$ cat config.mk
export PLATFORM = sky130hd
export DESIGN_NAME = reg_file_reader
export DESIGN_NICKNAME = d
export VERILOG_FILES = /design/src/rtl/reg_file_reader.sv
export SDC_FILE = /design/constraint.sdc
export NUM_CORES = 1
export LEC_CHECK = 0
export BUFFER_PORTS_ARGS = -buffer_cell sky130_fd_sc_hd__buf_4
export CORE_UTILIZATION = 52
export CTS_CLUSTER_SIZE = 14
export DETAILED_ROUTE_END_ITERATION = 7
export GPL_ROUTABILITY_DRIVEN = 0
export PLACE_DENSITY_LB_ADDON = 0.05
export SLEW_MARGIN = 0
export SYNTH_ARGS = -nofsm -noshare
export SYNTH_HDL_FRONTEND = slang
export SYNTH_SLANG_ARGS = --single-unit
$ cat constraint.sdc
create_clock -name CLK -period 3.4 [get_ports CLK]
set_clock_uncertainty 0.2 [all_clocks]
set_input_delay 0.51 -clock CLK [delete_from_list [all_inputs] [get_ports CLK]]
set_output_delay 0.51 -clock CLK [all_outputs]
set_load 0.01 [all_outputs]
$ cat src/rtl/reg_file_reader.sv
// reg_file_reader: walks register-file addresses, waits for the read path to settle, streams each value out.
// Optional REG_FILE_READER_CHECKSUM_EN appends an XOR checksum beat after the last register.
module reg_file_reader #(
  parameter int NUM_REGS      = 8,
  parameter int DATA_WIDTH    = 8,
  parameter int ADDR_WIDTH    = 3,
  parameter int SETTLE_CYCLES = 1
) (
  input  logic                  CLK,
  input  logic                  RESET_N,
  input  logic                  START,
  input  logic                  ABORT,
  output logic [ADDR_WIDTH-1:0] RD_ADDRESS,
  input  logic [DATA_WIDTH-1:0] RD_DATA,
  output logic [DATA_WIDTH-1:0] OUT_DATA,
  output logic [ADDR_WIDTH-1:0] OUT_ADDR,
  output logic                  OUT_VALID,
  input  logic                  OUT_READY,
  output logic                  OUT_LAST,
  output logic                  BUSY,
  output logic                  DONE
);
  localparam int CW = SETTLE_CYCLES > 0 ? $clog2(SETTLE_CYCLES + 1) : 1;
  localparam logic [ADDR_WIDTH-1:0] LAST_ADDR = ADDR_WIDTH'(NUM_REGS - 1);
  localparam logic [CW-1:0] SETTLE_LOAD = CW'(SETTLE_CYCLES);

  typedef enum logic [1:0] {IDLE, SETTLE, SEND, FINISH} state_t;

  state_t                  state, state_n;
  logic [CW-1:0]           counter, counter_n;
  logic [ADDR_WIDTH-1:0]   rd_address_n, out_addr_n;
  logic [DATA_WIDTH-1:0]   out_data_n;
  logic                    out_valid_n, out_last_n, xfer;
`ifdef REG_FILE_READER_CHECKSUM_EN
  logic [DATA_WIDTH-1:0]   acc, acc_n;
`endif

  assign xfer = OUT_VALID & OUT_READY;
  assign BUSY = state != IDLE;
  assign DONE = state == FINISH;

  always_comb begin
    state_n      = state;
    counter_n    = counter;
    rd_address_n = RD_ADDRESS;
    out_data_n   = OUT_DATA;
    out_addr_n   = OUT_ADDR;
    out_valid_n  = OUT_VALID;
    out_last_n   = OUT_LAST;
`ifdef REG_FILE_READER_CHECKSUM_EN
    acc_n        = acc;
`endif
    if (ABORT) begin
      state_n      = IDLE;
      rd_address_n = '0;
      out_valid_n  = 1'b0;
      out_last_n   = 1'b0;
    end else begin
      case (state)
        IDLE: if (START) begin
          rd_address_n = '0;
          counter_n    = SETTLE_LOAD;
          state_n      = SETTLE;
`ifdef REG_FILE_READER_CHECKSUM_EN
          acc_n        = '0;
`endif
        end
        SETTLE: if (counter != '0) begin
          counter_n = counter - 1'b1;
        end else begin
          out_data_n  = RD_DATA;
          out_addr_n  = RD_ADDRESS;
          out_valid_n = 1'b1;
`ifdef REG_FILE_READER_CHECKSUM_EN
          out_last_n  = 1'b0;
`else
          out_last_n  = RD_ADDRESS == LAST_ADDR;
`endif
          state_n     = SEND;
        end
        SEND: if (xfer) begin
          out_valid_n = 1'b0;
          out_last_n  = 1'b0;
          if (OUT_LAST) begin
            state_n = FINISH;
`ifdef REG_FILE_READER_CHECKSUM_EN
          end else if (RD_ADDRESS == LAST_ADDR) begin
            // checksum beat goes out immediately; RD_ADDRESS stays parked on the last register
            acc_n       = acc ^ OUT_DATA;
            out_data_n  = acc ^ OUT_DATA;
            out_addr_n  = '0;
            out_valid_n = 1'b1;
            out_last_n  = 1'b1;
`endif
          end else begin
`ifdef REG_FILE_READER_CHECKSUM_EN
            acc_n        = acc ^ OUT_DATA;
`endif
            rd_address_n = RD_ADDRESS + 1'b1;
            counter_n    = SETTLE_LOAD;
            state_n      = SETTLE;
          end
        end
        FINISH: state_n = IDLE;
        default: state_n = IDLE;
      endcase
    end
  end

  always_ff @(posedge CLK or negedge RESET_N) begin
    if (!RESET_N) begin
      state      <= IDLE;
      counter    <= '0;
      RD_ADDRESS <= '0;
      OUT_DATA   <= '0;
      OUT_ADDR   <= '0;
      OUT_VALID  <= 1'b0;
      OUT_LAST   <= 1'b0;
    end else begin
      state      <= state_n;
      counter    <= counter_n;
      RD_ADDRESS <= rd_address_n;
      OUT_DATA   <= out_data_n;
      OUT_ADDR   <= out_addr_n;
      OUT_VALID  <= out_valid_n;
      OUT_LAST   <= out_last_n;
    end
  end

`ifdef REG_FILE_READER_CHECKSUM_EN
  always_ff @(posedge CLK or negedge RESET_N) begin
    if (!RESET_N) acc <= '0;
    else acc <= acc_n;
  end
`endif
endmodule
# == Yosys cells after proc, flatten, opt, wreduce, memory -nomap -nowiden ==
# Index checks and enable logic that the tools add are counted.
# W data, S select, Z words.
# totals
ff_bits,19
latch_bits,0
ram_bits,0
romBits,0
output_inout_bits,18
elab_cells,56
mem_count,0
# classes
addsub,2
multipliers,0
div_mod_pow,0
order_cmp,0
eq_ne,11
shifts,0
muxes,23
bitwise_logic,3
n_reduce_logical,10
# op_table
operator,n
$mux W3,4
$ne A3 B3 Y1 const B,4
$mux W2,5
$mux W1,9
$reduce_and A3 Y1,3
$reduce_bool A3 Y1,3
$pmux W2 S4,1
$ne A2 B2 Y1 const B,3
$pmux W3 S2,1
$reduce_and A5 Y1,1
$eq A2 B2 Y1 const B,2
$pmux W1 S2,2
$reduce_and A4 Y1,1
$add A3 B1 Y3 const B,1
$eq A3 B3 Y1 const B,1
$pmux W1 S3,1
$eq A2 B1 Y1 const B,1
$logic_not A2 Y1,1
$not A1 Y1,2
$reduce_bool A2 Y1,1
$and A1 B1 Y1,1
$sub A1 B1 Y1 const B,1

# == Depth between registers and ports, before layout ==
# depth
word_depth,5
mapped_depth,5

# == Worst setup path after synthesis ==
# Ideal clock, no wire load.
# synth_path
path_type,input to register
start,in ABORT
end,reg OUT_ADDR[0]
t_arrival_ps,1414
required_ps,3075
path_slack_ps,1661
stages,5
cell_sequence,buf_6 -> nand2b_4 -> nor3_4 -> buf_12 -> mux2_4
# synth_between
elab_chain_cells,2
# synth_rtl
item,line_no,source
"start, declared",12,"input logic ABORT,"
$not A1 Y1 (no line),n/a,
$reduce_and A3 Y1 (no line),n/a,
"end signal, assigned",124,OUT_ADDR <= out_addr_n;
"end, declared",16,"output logic [ADDR_WIDTH-1:0] OUT_ADDR,"
# No other way between the ends.
# A chain may end at the register's enable or synchronous reset.

# == Worst setup path after layout ==
# layout_path
start,reg state[1]
end,out BUSY
# layout_between
elab_chain_cells,1
# layout_rtl
item,line_no,source
"start, declared",29,"state_t state, state_n;"
"start signal, assigned",120,state <= state_n;
$reduce_bool A2 Y1,39,assign BUSY = state != IDLE;
"end, declared",20,"output logic BUSY,"
# No other way between the ends.

==> impl_metrics.yaml <==
run_status:
  status: "finished clean"
final_layout:
  final-seq-area_um2: 475
  layout_commonest_cell: "buf_4"
  fin_area_mm2: 0.00117
  fillerInstances: 110
  multi_input_comb_area_um2: 402
  layout_common_cells: "buf_4 (30), dfrtp_1 (19), mux2_4 (9), mux2_2 (3), clkbuf_4 (3)"
  syn_to_final_growth_pct: 25.9
  fin_nets: 111
  drive_above_1_share_pct: 52.6
  final_core_util_pct: 73.5
  antenna_cells: 0
hold_path:
  hold_path_class: "primary input to flip-flop"
logic_synthesis:
  synth-xor-area-share_pct: 0
  synthMuxAreaShare_pct: 19.2
  synthAdderAreaFrac_pct: 2.69
  synth_ff_type: "dfrtp_1"
  synth_top_cell_by_area: "dfrtp_1"
  synth_fp_nets: 79
  synthCells: 64
  yosys_warnings: 0
  synth_cell_types: 28
  synthSimpleGateAreaFrac_pct: 13.0
  synth-edff-count: 0
  synth_top_area_share_pct: 51.1
  synth_area_per_cell_um2: 14.5
  synth-compound-area-share_pct: 8.20
  yosysSeqAreaShare_pct: 51.1
  synth_area_leaders: "dfrtp_1 (51%), mux2_4 (15%), mux2_2 (3.6%)"
  ys_ff_latch: 19
  synth_top_family_by_area: "multiplexers"
  synthesis.area_um2: 931
  async_flop_share_pct: 100
power_and_ir_drop:
  clkPwrFrac_pct: 15.7
  p_leak_nw: 0.593
  share_comb_of_total_power_pct: 36.2
  power.share.switching_pct: 30.5
  pwr-share-seq_pct: 48.2
  p_int_mw: 0.496
  power_density_mw_per_mm2: 608
  switchingPower_mw: 0.217
  max-vdd-ir-drop_mv: 0.408
clock_tree:
  cts.sinks: 19
  postCtsSetupRepairBufs: 0
  clockBufferDepth: 2
  cts_root_buffer: "clkbuf_4"
  cts_buffers: 3
  h-tree-depth: 1
  cts_tree: "yes"
  clk_latency_ns: 0.30
  clk_pin_slew_ns: 0.10
die:
  die-area_mm2: 0.00196
  start_util_pct: 58.4
  die_w_um: 44.3
  die_y_um: 44.3
  rows: 14
  core_mm2: 0.00159
  io_pins: 31
drt:
  drt_drc_violations_left: 0
  wl_per_cell_um: 14.6
  via_count: 627
  firstDrtPassIters: 4
  viasPerCell: 5.27
  routed_wl_um: 1740
  antenna_left: 0
  first_iter_violations: 3
critical_path:
  critPathKind: "flip-flop to output port"
  cp.required_ns: 2.69
  worstPathMaxFanout: 12
  worstSetupEndpoint: "BUSY"
  r2r-start: "state[0]"
  startpoint: "state[1]"
  crit_arrival_ns: 1.33
  r2r-end: "OUT_DATA[7]"
  r2r_cells: 3
  r2r_slack_ns: 1.45
  critPathCaptureType: "output port"
  critPathLaunchType: "flip-flop"
place:
  placed_area_mm2: 0.00114
  dpl.hpwl_um: 1320
  numPortBuffers: 30
  pre_cts_slack_ns: 1.26
sta:
  min_period_ns: 2.04
  worst_slack_ns: 1.36
  hold_violations: 0
  rsz0062_at_grt: "no"
  finalSetupTns_ns: 0
  finalCritPeriodShare_pct: 60.0
  worst_pin_slew_ns: 0.754
  drv_slew: 0
  setup_viol: 0
  fmaxAchievable_mhz: 490
  max_slew_margin_pct: 49.6
global_route:
  grt_start_max_net_pins: 20
  grt_pass1_wl_um: 2930
  grt_pass1_vias: 635
  grt_overflow: 0
  antenna_found_initial: 0
  grtUsageTotal_pct: 21.2
job:
  maxCapViolCount: 0
==> cells by family (layout without fill, tap and decap cells) <==
group           count (synthesis)  count (layout)
fa+ha+maj                       2               2
buf+inv                         5              36
mux                            13              13
flops                          19              19
simple gates                   15              15
compound gates                 10              10
==> flip-flops by register name, summed over array words and instances (netlist names) <==
signal and flops:
OUT_VALID 1, RD_ADDRESS 3, state 2, OUT_ADDR 3, counter 1, OUT_LAST 1
OUT_DATA 8
==> worst min-delay path by stage <==
stage | slack (ns) | endpoint | depth (start not counted) | start
4_1_cts | 0.21 | OUT_LAST | 2 | ABORT
2_1_floorplan | 0.01 | OUT_ADDR[0] | 0 | RESET_N
5_1_grt | 0.19 | OUT_LAST | 2 | ABORT
6_report | 0.21 | state[0] | 2 | ABORT
3_3_place_gp | 0.19 | OUT_DATA[2] | 1 | RESET_N
3_5_place_dp | 0.19 | OUT_DATA[7] | 1 | RESET_N
==> layout make-up <==
| class | count | share of cell area (%) |
|---|---|---|
| flip-flops and latches | 19 | 40.6 |
| multi-input cells | 40 | 34.3 |
| repair buffers | 31 | 20.1 |
| well taps | 24 | 2.56 |
| clock buffers | 4 | 2.24 |
| inverters | 1 | 0.320 |
==> power by group through the flow <==
stage,Sequential [mW],Clock [mW],Combinational (mW)
finish,0.344,0.112,0.258
global route,0.351,0.126,0.279
CTS,0.343,0.115,0.262
detailed placement,0.347,0,0.259
global placement,0.341,0,0.254
floorplan,0.355,0,0.140
==> timing repair <==
action / CTS / global route
gates resized for setup: 0 / 0
setup endpoints to repair: 0 / 0
hold endpoints to repair: 19 / 0
hold buffers: 1 / 0
==> synthesized netlist by cell type, types with 2 or more instances <==
master / count
ha_1: 2
a22o_1: 2
nand3_1: 2
buf_6: 2
nand3b_1: 2
mux2_2: 3
a21oi_1: 2
nor2_1: 2
dfrtp_1: 19
o21a_1: 2
mux2_4: 9
==> metrics by stage <==
stage,hold WS [ns],instances,power [mW]
finish,0.209,119,0.713
global placement,0.192,114,0.595
global route,0.192,119,0.756
detailed placement,0.195,114,0.606
floorplan,0.0144,64,0.495
CTS,0.207,119,0.720
==> routing by layer <==
metal / vias up / track usage (%) / wire [µm]
met2: 27 / 34.7 / 832
met4: 0 / 10.9 / 29
met1: 301 / 26.8 / 772
met5: - / 0 / 0
met3: 3 / 4.08 / 105
li1: 296 / - / -
==> worst max-delay path, stage by stage (launching register included) <==
cell and delay, ns:
dfrtp_1 0.53, or2_2 0.35, buf_4 0.14
Note: power is estimated with default switching activity, not from simulation.
